`src/rtl/mux_arb_pkg.sv`:
```
// Shared types for the round-robin 2:1 mux arbiter.
// Optional transfer statistics are enabled by defining MUX_ARB_STATS_EN.
package mux_arb_pkg;

    typedef enum logic [1:0] {
        IDLE  = 2'd0,
        GNT_A = 2'd1,
        GNT_B = 2'd2
    } arb_state_t;

    localparam logic SEL_A = 1'b0;
    localparam logic SEL_B = 1'b1;

endpackage

```
`src/rtl/mux_2to1.sv`:
```
// One-bit 2:1 mux slice; the top replicates it across the data width.
module mux_2to1 (
    input  logic d0,
    input  logic d1,
    input  logic sel,
    output logic y
);

    assign y = sel ? d1 : d0;

endmodule

```
`src/rtl/mux_arb_fsm.sv`:
```
// Grant FSM: owner state, round-robin priority, burst counter and registered select/grants.
module mux_arb_fsm
    import mux_arb_pkg::*;
#(
    parameter int MAX_BURST = 4
) (
    input  logic clk,
    input  logic rst_n,
    input  logic req_a,
    input  logic req_b,
    input  logic y_ready,
    output logic s,
    output logic gnt_a,
    output logic gnt_b
);

    localparam int CW = (MAX_BURST > 1) ? $clog2(MAX_BURST) : 1;
    localparam logic [CW-1:0] LAST = CW'(MAX_BURST - 1);

    arb_state_t      state_q, state_d, other_st;
    logic            prio_q, prio_d;
    logic [CW-1:0]   burst_q, burst_d;
    logic            s_q, s_d;
    logic            gnt_a_q, gnt_b_q;
    logic            req_own, req_oth, xfer;

    always_comb begin
        req_own  = 1'b0;
        req_oth  = 1'b0;
        other_st = GNT_A;
        if (state_q == GNT_A) begin
            req_own  = req_a;
            req_oth  = req_b;
            other_st = GNT_B;
        end else if (state_q == GNT_B) begin
            req_own  = req_b;
            req_oth  = req_a;
            other_st = GNT_A;
        end
        xfer = req_own & y_ready;

        state_d = state_q;
        prio_d  = prio_q;
        burst_d = burst_q;
        s_d     = s_q;

        unique case (state_q)
            IDLE: begin
                if (req_a && req_b) state_d = prio_q ? GNT_B : GNT_A;
                else if (req_a)     state_d = GNT_A;
                else if (req_b)     state_d = GNT_B;
            end
            GNT_A, GNT_B: begin
                // Withdrawal hands over straight to a waiting side, no idle bubble.
                if (!req_own) begin
                    state_d = req_oth ? other_st : IDLE;
                end else if (xfer) begin
                    if (burst_q == LAST) begin
                        burst_d = '0;
                        if (req_oth) state_d = other_st;
                    end else begin
                        burst_d = burst_q + 1'b1;
                    end
                end
            end
            default: state_d = IDLE;
        endcase

        // A fresh grant restarts the burst and hands priority to the other side.
        if (state_d != state_q && state_d != IDLE) begin
            burst_d = '0;
            prio_d  = (state_d == GNT_A);
        end
        if (state_d == GNT_A) s_d = SEL_A;
        if (state_d == GNT_B) s_d = SEL_B;
    end

    always_ff @(posedge clk or negedge rst_n) begin
        if (!rst_n) begin
            state_q <= IDLE;
            prio_q  <= 1'b0;
            burst_q <= '0;
            s_q     <= SEL_A;
            gnt_a_q <= 1'b0;
            gnt_b_q <= 1'b0;
        end else begin
            state_q <= state_d;
            prio_q  <= prio_d;
            burst_q <= burst_d;
            s_q     <= s_d;
            gnt_a_q <= (state_d == GNT_A);
            gnt_b_q <= (state_d == GNT_B);
        end
    end

    assign s     = s_q;
    assign gnt_a = gnt_a_q;
    assign gnt_b = gnt_b_q;

endmodule

```
`src/rtl/mux2_rr_arbiter.sv`:
```
// Round-robin arbiter driving a shared 2:1 data mux onto a valid/ready output.
// Define MUX_ARB_STATS_EN to add per-side 16-bit transfer counters.
module mux2_rr_arbiter
    import mux_arb_pkg::*;
#(
    parameter int WIDTH     = 8,
    parameter int MAX_BURST = 4
) (
    input  logic             clk,
    input  logic             rst_n,
    input  logic             req_a,
    input  logic [WIDTH-1:0] a,
    output logic             ack_a,
    input  logic             req_b,
    input  logic [WIDTH-1:0] b,
    output logic             ack_b,
    output logic             s,
    output logic             gnt_a,
    output logic             gnt_b,
    output logic [WIDTH-1:0] y,
    output logic             y_valid,
    input  logic             y_ready
`ifdef MUX_ARB_STATS_EN
    ,
    output logic [15:0]      xfer_cnt_a,
    output logic [15:0]      xfer_cnt_b
`endif
);

    mux_arb_fsm #(.MAX_BURST(MAX_BURST)) u_fsm (
        .clk     (clk),
        .rst_n   (rst_n),
        .req_a   (req_a),
        .req_b   (req_b),
        .y_ready (y_ready),
        .s       (s),
        .gnt_a   (gnt_a),
        .gnt_b   (gnt_b)
    );

    for (genvar i = 0; i < WIDTH; i++) begin : g_mux
        mux_2to1 u_mux (
            .d0  (a[i]),
            .d1  (b[i]),
            .sel (s),
            .y   (y[i])
        );
    end

    assign y_valid = (gnt_a & req_a) | (gnt_b & req_b);
    assign ack_a   = gnt_a & req_a & y_ready;
    assign ack_b   = gnt_b & req_b & y_ready;

`ifdef MUX_ARB_STATS_EN
    logic [15:0] cnt_a_q, cnt_b_q;

    always_ff @(posedge clk or negedge rst_n) begin
        if (!rst_n) begin
            cnt_a_q <= '0;
            cnt_b_q <= '0;
        end else begin
            if (ack_a) cnt_a_q <= cnt_a_q + 16'd1;
            if (ack_b) cnt_b_q <= cnt_b_q + 16'd1;
        end
    end

    assign xfer_cnt_a = cnt_a_q;
    assign xfer_cnt_b = cnt_b_q;
`endif

endmodule

```
`config.mk`:
```
export PLATFORM = sky130hd
export DESIGN_NAME = mux2_rr_arbiter
export DESIGN_NICKNAME = d
export VERILOG_FILES = /design/src/rtl/mux_arb_pkg.sv /design/src/rtl/mux_2to1.sv /design/src/rtl/mux_arb_fsm.sv /design/src/rtl/mux2_rr_arbiter.sv
export SDC_FILE = /design/constraint.sdc
export NUM_CORES = 1
export LEC_CHECK = 0
export BUFFER_PORTS_ARGS = -buffer_cell sky130_fd_sc_hd__buf_2
export CORE_UTILIZATION = 48
export CTS_BUF_LIST = sky130_fd_sc_hd__clkbuf_8
export DETAILED_ROUTE_END_ITERATION = 10
export HOLD_SLACK_MARGIN = 0.06
export PLACE_DENSITY = 0.82
export SYNTH_ARGS = -nofsm -noshare
export SYNTH_HDL_FRONTEND = slang
export SYNTH_SLANG_ARGS = --single-unit
```
`constraint.sdc`:
```
create_clock -name clk -period 3.7 [get_ports clk]
set_input_delay 0.555 -clock clk [delete_from_list [all_inputs] [get_ports clk]]
set_output_delay 0.555 -clock clk [all_outputs]
set_load 0.01 [all_outputs]
```
==> results of run 1 <==
## cell type report
cell class	instances	area [µm²]
fill	132	573
multi-input combinational	55	462
sequential	8	200
timing repair buffer	34	170
clock buffer	3	41.3
inverter	6	22.5
tap	16	20.0
## per-stage QoR
stage	power (mW)	worst slack, ns
CTS	0.625	0.619
global placement	0.500	0.772
global route	0.677	0.391
detailed placement	0.523	0.631
finish	0.622	0.605
floorplan	0.444	0.898
## power breakdown
group	total, mW	switching [mW]	internal, mW	leakage (nW)
combinational	0.363	0.191	0.173	0.366
clock	0.0986	0.0286	0.0700	0.0216
sequential	0.160	0.0397	0.120	0.106
total	0.622	0.259	0.363	0.494
## metal layers
metal	global-route usage, %	share of wire [%]	up-vias
met2	30.9	55	24
met4	9.03	0.96	0
met1	17.1	39	296
li1	-	-	330
met3	2.61	4.5	2
met5	0	0	-
## placed cells by master, fill, tap and decap left out
master	Yosys	layout
a311o_1	1	1
nor3_1	1	1
nand2b_1	2	2
buf_2	0	34
clkbuf_8	0	3
nand3_1	3	3
or4_1	1	1
a221oi_2	1	1
and4bb_1	1	1
nand3b_1	1	1
ha_1	8	8
a2bb2oi_1	1	1
nand2_1	2	2
mux2_2	9	9
or2_2	1	1
mux2i_1	5	5
dfrtp_1	8	8
a21oi_1	3	3
mux2_1	1	1
a22o_1	1	1
o211ai_1	1	1
and3_1	2	2
inv_1	6	6
nand4_1	2	2
nor2_1	5	5
o22ai_1	1	1
o21ai_0	2	2
## path summary, 6_finish.rpt
kind	start	endpoint	slack, ns	cells past startpoint
max	u_fsm.state_q[0]$_DFF_PN0_	u_fsm.prio_q$_DFFE_PN0P_	0.61	10
min	rst_n	u_fsm.s$_DFFE_PN0P_	0.16	1
max reg2reg	u_fsm.state_q[0]$_DFF_PN0_	u_fsm.prio_q$_DFFE_PN0P_	0.61	10
min reg2reg	u_fsm.prio_q$_DFFE_PN0P_	u_fsm.prio_q$_DFFE_PN0P_	0.48	1
max in group asynchronous	rst_n	u_fsm.gnt_a$_DFF_PN0_	3.38	1
min in group clk	u_fsm.prio_q$_DFFE_PN0P_	u_fsm.prio_q$_DFFE_PN0P_	0.48	1
## kinds of logic after synthesis
kind of cell	share of synthesized area [%]
simple gates	15.4
buf+inv	13.3
mux	21.3
compound gates	10.7
fa+ha+maj	13.1
flops	26.2
## registers in the layout, summed over array words and instances (netlist names)
register / count
u_fsm.burst_q: 2
u_fsm.state_q: 2
u_fsm.gnt_a: 1
u_fsm.gnt_b: 1
u_fsm.prio_q: 1
u_fsm.s: 1
## worst max-delay path, cell delays in order (launching register included)
cell      delay (ns)
dfrtp_1         0.48
inv_1           0.12
ha_1            0.37
o21ai_0         0.11
a311o_1         0.33
o22ai_1         0.20
nand2b_1        0.15
ha_1            0.25
or4_1           0.48
nand4_1         0.15
mux2_1          0.33
==> reports/summary.txt, run 1 <==
top post-synthesis cells by count: buf_4, mux2_2, dfrtp_1, ha_1, inv_1
slew margin rel.: 76.8%
Synth top area share: 26.2%
Hold Violations, Final: 0
first-pass GRT wire length: 2250 µm
Tcrit/Tclk final: 83.6%
number of gates resized after cts: 0
post-route ant nets: 0
CP startpoint kind: register
sequential area share after synthesis: 26.2%
PD cells: 679 nW/µm²
CTS Hold Buffers Added: 0
CTS Root Cell: clkbuf_8
WL/cell: 11.9 µm
RSZ-0062 raised after global routing: false
Initial Util: 51.3%
required time worst endpoint: 3.80 ns
Peak VDD IR: 357 µV
Seq cells post-synth: 8
post-synthesis net count: 109
iteration-0 DRC count of the detailed router: 10
fmax: 323 MHz
final wirelength: 1450 µm
mapped cell area: 763 µm²
clk buf depth: 2
HP Class: in2async
initial antenna violation count: 0
number of synthesized flops with an enable pin: 0
Worst Max-Slew Pin Slew: 0.348 ns
layout cells sized above 1: 45.3%
YS warnings: 0
Clock Pin Slew Worst Setup and Hold Paths: 0.04 ns
setup bufs post-CTS: 0
vias in the first global route: 587
ANT cells: 0
IO Port Bufs: 34
Inserted Clock Buffers: 3
DP HPWL: 1230 µm
Layout Utilization: 61.5%
Max FO, Critical Path: 9
Setup Total Neg Slack: 0 ns
Mean Syn Cell Area: 9.54 µm²
Area Overhead vs Synth: 20.0%
Slew Limit Fails: 0
Min Clock Period, post-route: 3.09 ns
Setup CP Type: reg2reg
most common cell in the netlist: buf_4
Nets: 137
crit end category: register
Area contributors post-synth: dfrtp_1, mux2_2, ha_1
largest net degree at the start of global routing: 12
die area: 1750 µm²
Finished Layout Cells: 122
DIE WIDTH: 41.9 µm
drc violations: 0
Placed Area: 875 µm²
GP Congestion: 0.809
Max H-tree Level: 1
Die Ht: 41.9 µm
core area: 1490 µm²
FP Rows: 14
vias per cell: 5.34
CTS tree: done
run status: finished, final reports clean
cell accounting for the most synthesized area: dfrtp_1
num ports: 35
crit path DAT: 3.19 ns
Mapped Cells: 80
gr usage total: 16.5%
Max Cap Viol: 0
hold slack: 0.164 ns
fraction of registers with async set/reset: 100%
first-pass detailed-route iteration total: 4
Synth cell types: 27
endpoints failing setup: 0
Synth Flop Type: dfrtp_1
worst skew pair latency: 0.22 ns
dpl cells: 119
Pleak: 0.494 nW
Final Instance Area: 916 µm²
worst clock skew: 0.00275 ns
Vias: 652
clock sink count: 8
Overflow after GRT: 0
(Power assumes the default switching activity.)
==> inputs of run 2 (changes only) <==
- clock period: 3.7 -> 3.24 ns (I/O delays scaled with it)
==> reports/summary.txt, run 2 (synthesized netlist as in run 1, its figures left out) <==
run status: finished, final reports clean
die area: 1750 µm² (unchanged)
footprint of the multi-input gates: 468 µm² (+1.4%)
endpoints failing setup: 0 (unchanged)
PD cells: 778 nW/µm² (+15%)
commonest non-fill, non-tap cell in the layout: buf_2
biggest regs: u_fsm.burst_q: 2 flops, u_fsm.state_q: 2 flops
FP Rows: 14 (unchanged)
met3 Usage GRT: 2.61% (unchanged)
commonest cells after routing, fill and taps aside: buf_2, mux2_2, ha_1
ANT cells: 0 (unchanged)
Clock Pin Slew Worst Setup and Hold Paths: 0.04 ns (about the same)
core area: 1490 µm² (unchanged)
crit path DAT: 3.07 ns (-0.12 ns)
clk buf depth: 2 (unchanged)
Hold Violations, Final: 0 (unchanged)
required time worst endpoint: 3.34 ns (-0.46 ns)
CTS Hold Buffers Added: 0 (unchanged)
IO Port Bufs: 34 (unchanged)
CP startpoint kind: register
WL/cell: 12.0 µm (+0.41%)
Pleak: 0.494 nW (about the same)
largest net degree at the start of global routing: 12 (unchanged)
Vias: 639 (-2.0%)
Worst R2R Path Depth: 10 (unchanged)
Die Ht: 41.9 µm (unchanged)
Worst Max-Slew Pin Slew: 0.357 ns (+0.00872 ns)
Slew Limit Fails: 0 (unchanged)
setup bufs post-CTS: 0 (unchanged)
num ports: 35 (unchanged)
vias per cell: 5.24 (-2.0%)
Placed Area: 875 µm² (unchanged)
GP Congestion: 0.809 (unchanged)
Area Overhead vs Synth: 21.0%
Initial Util: 51.3% (unchanged)
fmax: 336 MHz (+4.1%)
DIE WIDTH: 41.9 µm (unchanged)
r2r endpoint: u_fsm.prio_q$_DFFE_PN0P_
Setup Total Neg Slack: 0 ns (unchanged)
M2 GR Usage: 32.2% (+1.3 points)
Max FO, Critical Path: 6 (-3)
Nets: 137 (unchanged)
Max Cap Viol: 0 (unchanged)
Overflow after GRT: 0 (unchanged)
Tcrit/Tclk final: 91.7% (+8.1 points)
crit end category: register
initial antenna violation count: 0 (unchanged)
iteration-0 DRC count of the detailed router: 7 (-3)
vias in the first global route: 595 (+1.4%)
number of gates resized after cts: 0 (unchanged)
GR peak layer: met2
Setup WS pre-CTS: 0.178 ns (-0.453 ns)
Fillers: 130 (-1.5%)
origin of the worst setup path: u_fsm.state_q[1]$_DFF_PN0_
Peak VDD IR: 416 µV (+17%)
drc violations: 0 (unchanged)
CTS tree: done
Final Instance Area: 923 µm² (+0.82%)
worst skew pair latency: 0.22 ns (about the same)
first-pass detailed-route iteration total: 4 (unchanged)
Register Area: 201 µm² (+0.62%)
r2r startpoint: u_fsm.state_q[1]$_DFF_PN0_
Inserted Clock Buffers: 3 (unchanged)
setup ws final: 0.268 ns (-0.337 ns)
Max H-tree Level: 1 (unchanged)
HP Class: in2async
gr usage total: 17.0% (+0.55 points)
met1 Resource Use GR: 17.7% (+0.55 points)
Min Clock Period, post-route: 2.97 ns (-0.123 ns)
DP HPWL: 1230 µm (+0.25%)
post-route ant nets: 0 (unchanged)
worst clock skew: 0.00245 ns (-0.000301 ns)
clock sink count: 8 (unchanged)
first-pass GRT wire length: 2320 µm (+3.1%)
layout cells sized above 1: 47.2% (+1.9 points)
CTS Root Cell: clkbuf_8
Setup CP Type: reg2reg
slew margin rel.: 76.2% (-0.58 points)
reg2reg setup slack: 0.27 ns (-0.34 ns)
final wirelength: 1460 µm (+0.41%)
RSZ-0062 raised after global routing: false
run 2: cell counts in the layout (fill, tap and decap cells not counted):
Identical to the previous run, type by type.
run 2: worst max path at each step:
stage	to	cells past startpoint	slack, ns
floorplan	u_fsm.prio_q$_DFFE_PN0P_	10	0.44
global route	u_fsm.prio_q$_DFFE_PN0P_	10	0.03
finish	u_fsm.prio_q$_DFFE_PN0P_	10	0.27
global placement	u_fsm.prio_q$_DFFE_PN0P_	10	0.31
detailed placement	u_fsm.prio_q$_DFFE_PN0P_	10	0.18
CTS	u_fsm.prio_q$_DFFE_PN0P_	10	0.17
run 2: layout make-up:
type / instances / share of cell area (%)
inverters: 6 / 2.44
repair buffers: 34 / 18.4
multi-input cells: 55 / 50.7
flip-flops and latches: 8 / 21.8
clock buffers: 3 / 4.47
well taps: 16 / 2.17
run 2: routing by layer:
metal | vias to the layer above | part of all wire (%)
met5 | - | 0
met2 | 18 | 55
met1 | 285 | 40
li1 | 334 | -
met4 | 0 | 0.96
met3 | 2 | 3.9
run 2: report_power, final:
group / leakage [nW] / internal, mW / switching [mW]
Sequential: 0.105 / 0.138 / 0.0456
Clock: 0.0216 / 0.0799 / 0.0324
Combinational: 0.368 / 0.201 / 0.221
run 2: per-stage QoR:
stage               util (%)  hold slack [ns]  instances  total power [mW]
finish                  62.0           0.0970        122             0.718
global route            62.0            0.105        122             0.784
CTS                     61.5           0.0966        122             0.713
detailed placement      58.7            0.332        119             0.597
global placement        58.7            0.331        119             0.570
floorplan                  -            0.190         80             0.507
run 2: worst max-delay path, stage by stage (launching register included):
cell and delay [ns]:
dfrtp_1 0.42, inv_1 0.13, ha_1 0.38, o21ai_0 0.10
a311o_1 0.34, o22ai_2 0.16, nand2b_1 0.13, ha_1 0.24
or4_1 0.47, nand4_1 0.15, mux2_1 0.33
